[src/rtl/ib_align_ctrl.sv]
// Transfer controller for an 8-byte byte-alignment unit: it counts input and output
// beats and flags the first and last word on each side.
module ib_align_ctrl #(
    parameter int unsigned LEN_WIDTH = 12
) (
    input  logic                 CLK,
    input  logic                 RESET,
    input  logic                 REQ_VLD,
    output logic                 REQ_RDY,
    input  logic [2:0]           REQ_SRC_ADDR,
    input  logic [2:0]           REQ_DST_ADDR,
    input  logic [LEN_WIDTH-1:0] REQ_LEN,
    output logic [2:0]           AU_SRC_ADDR,
    output logic [2:0]           AU_DST_ADDR,
    output logic                 IN_EN,
    input  logic                 IN_SRC_RDY,
    input  logic                 IN_DST_RDY,
    output logic                 IN_SOF,
    output logic                 IN_EOF,
    output logic                 OUT_EN,
    input  logic                 OUT_SRC_RDY,
    input  logic                 OUT_DST_RDY,
    output logic                 OUT_SOF,
    output logic                 OUT_EOF,
    output logic [7:0]           OUT_EOF_BE,
    output logic                 BUSY,
    output logic                 DONE
);

    localparam int unsigned CW = LEN_WIDTH - 2;
    localparam int unsigned SW = LEN_WIDTH + 1;

    typedef enum logic [1:0] {
        S_IDLE = 2'd0,
        S_RUN  = 2'd1,
        S_DONE = 2'd2
    } state_t;

    state_t          state_q, state_d;
    logic [CW-1:0]   in_cnt, out_cnt, in_words, out_words;
    logic [SW-1:0]   eff_len, dst_end;
    logic [CW-1:0]   in_words_nx, out_words_nx;
    logic [2:0]      last_byte;
    logic [7:0]      be_nx;
    logic            accept, in_beat, out_beat;

    // Word counts are derived with one spare bit so the 2^LEN_WIDTH case cannot wrap.
    assign eff_len      = (REQ_LEN == '0) ? (SW'(1) << LEN_WIDTH) : SW'(REQ_LEN);
    assign in_words_nx  = CW'((SW'(REQ_SRC_ADDR) + eff_len + SW'(7)) >> 3);
    assign out_words_nx = CW'((SW'(REQ_DST_ADDR) + eff_len + SW'(7)) >> 3);
    assign dst_end      = SW'(REQ_DST_ADDR) + eff_len - SW'(1);
    assign last_byte    = dst_end[2:0];
    assign be_nx        = 8'hFF >> (3'd7 - last_byte);

    assign accept   = (state_q == S_IDLE) && REQ_VLD;
    assign in_beat  = IN_EN && IN_SRC_RDY && IN_DST_RDY;
    assign out_beat = OUT_EN && OUT_SRC_RDY && OUT_DST_RDY;

    always_ff @(posedge CLK or posedge RESET) begin
        if (RESET) state_q <= S_IDLE;
        else       state_q <= state_d;
    end

    always_comb begin
        state_d = state_q;
        REQ_RDY = 1'b0;
        IN_EN   = 1'b0;
        OUT_EN  = 1'b0;
        BUSY    = 1'b0;
        DONE    = 1'b0;
        case (state_q)
            S_IDLE: begin
                REQ_RDY = 1'b1;
                if (REQ_VLD) state_d = S_RUN;
            end
            S_RUN: begin
                BUSY   = 1'b1;
                IN_EN  = (in_cnt < in_words);
                OUT_EN = (out_cnt < out_words);
                // The last output word ends the transfer whatever the input side is doing.
                if (OUT_EN && OUT_SRC_RDY && OUT_DST_RDY && (out_cnt == out_words - CW'(1)))
                    state_d = S_DONE;
            end
            S_DONE: begin
                BUSY    = 1'b1;
                DONE    = 1'b1;
                state_d = S_IDLE;
            end
            default: state_d = S_IDLE;
        endcase
    end

    assign IN_SOF  = IN_EN && (in_cnt == '0);
    assign IN_EOF  = IN_EN && (in_cnt == in_words - CW'(1));
    assign OUT_SOF = OUT_EN && (out_cnt == '0);
    assign OUT_EOF = OUT_EN && (out_cnt == out_words - CW'(1));

    // Request parameters and beat counters.
    always_ff @(posedge CLK or posedge RESET) begin
        if (RESET) begin
            in_cnt      <= '0;
            out_cnt     <= '0;
            in_words    <= '0;
            out_words   <= '0;
            AU_SRC_ADDR <= '0;
            AU_DST_ADDR <= '0;
            OUT_EOF_BE  <= '0;
        end else if (accept) begin
            in_cnt      <= '0;
            out_cnt     <= '0;
            in_words    <= in_words_nx;
            out_words   <= out_words_nx;
            AU_SRC_ADDR <= REQ_SRC_ADDR;
            AU_DST_ADDR <= REQ_DST_ADDR;
            OUT_EOF_BE  <= be_nx;
        end else begin
            if (in_beat)  in_cnt  <= in_cnt + CW'(1);
            if (out_beat) out_cnt <= out_cnt + CW'(1);
        end
    end

endmodule
[config.mk]
export PLATFORM = sky130hd
export DESIGN_NAME = ib_align_ctrl
export DESIGN_NICKNAME = d
export VERILOG_FILES = /design/src/rtl/ib_align_ctrl.sv
export SDC_FILE = /design/constraint.sdc
export NUM_CORES = 1
export LEC_CHECK = 0
export ABC_AREA = 0
export ABC_CLOCK_PERIOD_IN_PS = 3200
export CAP_MARGIN = 20
export CORE_UTILIZATION = 35
export CTS_CLUSTER_SIZE = 25
export DETAILED_ROUTE_END_ITERATION = 12
export PLACE_DENSITY = 0.51
export SLEW_MARGIN = 5
export SYNTH_ARGS = -nofsm -noshare
export SYNTH_HDL_FRONTEND = slang
export SYNTH_SLANG_ARGS = --single-unit
[constraint.sdc]
create_clock -name CLK -period 3.2 [get_ports CLK]
set_input_delay 0.48 -clock CLK [delete_from_list [all_inputs] [get_ports CLK]]
set_output_delay 0.48 -clock CLK [all_outputs]
set_load 0.01 [all_outputs]
==> impl_metrics.json, run 1 <==
{
  "syn_inst": 537,
  "met2_usage": 0.309,
  "clock-sinks": 56,
  "hold_ws_ps": 471,
  "routedWlPerCell_um": 14.2,
  "rr_startpoint": "in_words[3]",
  "clkTransAtPathRegs_ps": 70,
  "finClkSkew_ps": 5.11,
  "ys_warn_count": 0,
  "fmax_mhz": 325,
  "area_growth_pct": 23.5,
  "worstMarginPinSlew_ps": 538,
  "vias_per_cell": 5.02,
  "fp.coreArea_sq_um": 12600,
  "cp_slowest_cell": "clkdlybuf4s50_1",
  "htree_levels": 2,
  "synthFlopType": "dfrtp_1",
  "row_count": 41,
  "dpl_worst_slack_ps": -25.6,
  "grt_busiest_layer": "met2",
  "avgSynthCellArea_sq_um": 8.36,
  "grtUsageMet3": 0.0221,
  "finalHoldViolCount": 0,
  "crit_type": "flop to output pin",
  "die_y_um": 115,
  "rsz0062_at_grt": "no",
  "power_w": 0.00363,
  "crit_required_ps": 2720,
  "fin_setup_tns_ps": 0,
  "post_cts_buffers": 0,
  "syn-num-nets": 603,
  "synth-seq-area-share": 0.312,
  "ir_worst_vdd_mv": 0.403,
  "cts-root-buf": "clkbuf_16",
  "antenna_found_initial": 0,
  "drive_gt1_frac": 0.132,
  "grt_use_met1": 0.236,
  "slew_viol_final": 0,
  "synth_most_common_cell": "nand2_1",
  "grt_pass1_wl_um": 18800,
  "synth_compound_area_frac": 0.137,
  "holdCritStartpoint": "OUT_EOF_BE[0]",
  "io_pins": 48,
  "initial_utilization": 0.357,
  "fin_crit_ps": 3070,
  "endpoint_kind": "output pin",
  "hold_buffers": 0,
  "muxShareOfSynthArea": 0.00697,
  "synth_top_family_by_area": "simple AND/OR/NAND/NOR gates",
  "async_flop_share": 1.00,
  "yosys.area.top_type_share": 0.312,
  "pwr_density_cell_nw_per_um2": 654,
  "synth_seq_cells": 56,
  "synth_simple_gate_area_share": 0.239,
  "finalCritPeriodShare": 0.960,
  "max_stage_delay_ps": 530,
  "grt_pass1_vias": 3920,
  "layout.nets": 670,
  "grt_util_all_layers": 0.179,
  "gp_congestion": 0.867,
  "final_antenna_net_count": 0,
  "synth_top_cell_by_area": "dfrtp_1",
  "crit_chain": "ha_1 -> a21oi_1 -> o21ai_1 -> o31ai_4 -> buf_4 -> and2_1 -> and3_1 -> clkdlybuf4s50_1",
  "overflow": 0,
  "slew_headroom": 0.638,
  "vias": 3897,
  "final_core_util": 0.441,
  "portBuffers": 47,
  "final-setup-viol-count": 0,
  "worst_ep_arrival_time_ps": 2590,
  "hold_path_class": "flop to flop",
  "ys_types": 66,
  "drt_iter0_markers": 149,
  "cts-buffers-inserted": 5,
  "yosys.area_share.adder": 0.116,
  "start_kind": "flop",
  "synth_area_leaders": "dfrtp_1 (31%), ha_1 (11%), xnor2_1 (8.6%)",
  "cap_violations": 0,
  "synth_edf_count": 0,
  "synth_xor_area_frac": 0.119,
  "fp.dieW_um": 115,
  "cp_max_fo": 5,
  "n_antenna_cell": 0,
  "yosys-top-cells-count": "nand2_1 (64), dfrtp_1 (56), inv_1 (45)",
  "grt_start_max_net_pins": 32,
  "clockBufferDepth": 2,
  "clk_latency_ps": 290,
  "cts_tree": "yes",
  "startpoint": "out_cnt[5]",
  "critPathBufInv": 2,
  "dieArea_sq_um": 13300,
  "p_leak_nw": 2.39,
  "outcome": "completed",
  "first_pass_iters": 4,
  "remaining_drc_errors": 0,
  "wl_um": 11000,
  "dpl.hpwl_um": 8940,
  "netlist_area_sq_um": 4490,
  "cpLargestDelayFamily": "buffers and inverters",
  "layout_setup_ws_ps": 128
}
==> per-stage QoR <==
stage               cell area (sq um)  cells
floorplan                        4490    537
global placement                 5350    769
detailed placement               5350    769
CTS                              5540    777
global route                     5550    777
finish                           5550    777
==> state kept, by name, summed over array words and instances, names as in the netlist <==
register	flops
state_q	2
out_cnt	10
AU_SRC_ADDR	3
in_cnt	10
AU_DST_ADDR	3
out_words	10
in_words	10
OUT_EOF_BE	8
==> metal layers <==
metal / wire length (um) / part of all wire
met5: 0 / 0
met4: 84 / 0.0076
met3: 363 / 0.033
met2: 5290 / 0.48
met1: 5280 / 0.48
==> power by group <==
part	switching (W)	internal (W)	leakage (nW)
logic	0.000992	0.000876	1.60
clock network	0.000248	0.000369	0.0808
registers	0.000208	0.000935	0.710
total	0.00145	0.00218	2.39
==> layout by cell type, fill, tap and decap left out, types with 3 or more instances in the layout <==
cell type	Yosys	routed
a211oi_2	1	3
a21o_1	3	3
a21oi_1	18	18
a31oi_1	4	4
and3_1	4	4
and4_1	3	3
buf_4	1	42
clkbuf_16	0	5
clkdlybuf4s50_1	0	43
dfrtp_1	56	52
dfrtp_2	0	4
ha_1	40	40
inv_1	45	43
nand2_1	64	64
nand2b_1	5	5
nand3_1	16	16
nand4_1	13	13
nand4b_1	4	4
nor2_1	39	39
nor2b_1	6	6
nor3_1	15	15
nor3_2	4	4
nor4_1	5	5
nor4_2	4	4
o2111ai_1	3	3
o21ai_0	35	34
o21ai_1	6	7
or3_1	7	7
xnor2_1	44	44
xor2_1	17	17
==> cell type report <==
class | count | area (sq um)
multi-input cells | 406 | 2800
fillers | 1297 | 7020
flip-flops and latches | 56 | 1410
repair buffers | 90 | 790
well taps | 172 | 215
inverters | 45 | 169
clock buffers | 6 | 129
clock inverters | 2 | 35.0
==> worst paths after layout <==
path / endpoint / slack [ps] / cells past startpoint
max in group asynchronous: OUT_EOF_BE[0] / 2060 / 3
worst min register to register: OUT_EOF_BE[0] / 470 / 1
worst max register to register: in_cnt[7] / 640 / 10
worst min-delay path: OUT_EOF_BE[0] / 470 / 1
min in group asynchronous: state_q[0] / 520 / 2
worst max-delay path: OUT_SOF / 130 / 8
==> logic make-up (layout without fill, tap and decap cells) <==
family / after synthesis / after routing
compound gates: 96 / 96
xor+xnor: 61 / 61
mux: 3 / 3
buf+inv: 75 / 143
simple gates: 205 / 205
flops: 56 / 56
fa+ha+maj: 41 / 41
==> worst reg2reg max path, cell delays in order (launching register included) <==
cell	delay, ps
dfrtp_1	350
inv_1	60
ha_1	290
a21o_1	200
a211oi_2	210
a21oi_1	90
or4b_4	540
buf_6	170
nor4_2	310
xnor2_1	160
nor2_1	50
==> timing repair <==
item	CTS	global route
gates cloned	0	0
gates resized for setup	13	7
endpoints found under the setup margin	6	3
pin swaps	1	4
Power figures use the tool's default switching activity.
==> run 2, diff against run 1 <==
--- a/config.mk
+++ b/config.mk
@@ -11,6 +11,7 @@
 export CORE_UTILIZATION = 35
 export CTS_CLUSTER_SIZE = 25
 export DETAILED_ROUTE_END_ITERATION = 12
+export GPL_ROUTABILITY_DRIVEN = 0
 export PLACE_DENSITY = 0.51
 export SLEW_MARGIN = 5
 export SYNTH_ARGS = -nofsm -noshare
==> results of run 2 <==
The final DEF is identical to that of run 1; final timing and power are the same.
==> run 3, diff against run 2 <==
--- a/config.mk
+++ b/config.mk
@@ -13,7 +13,7 @@
 export DETAILED_ROUTE_END_ITERATION = 12
 export GPL_ROUTABILITY_DRIVEN = 0
 export PLACE_DENSITY = 0.51
-export SLEW_MARGIN = 5
+export SLEW_MARGIN = 20
 export SYNTH_ARGS = -nofsm -noshare
 export SYNTH_HDL_FRONTEND = slang
 export SYNTH_SLANG_ARGS = --single-unit
==> results of run 3 <==
The final DEF is identical to that of run 1; final timing and power are the same.
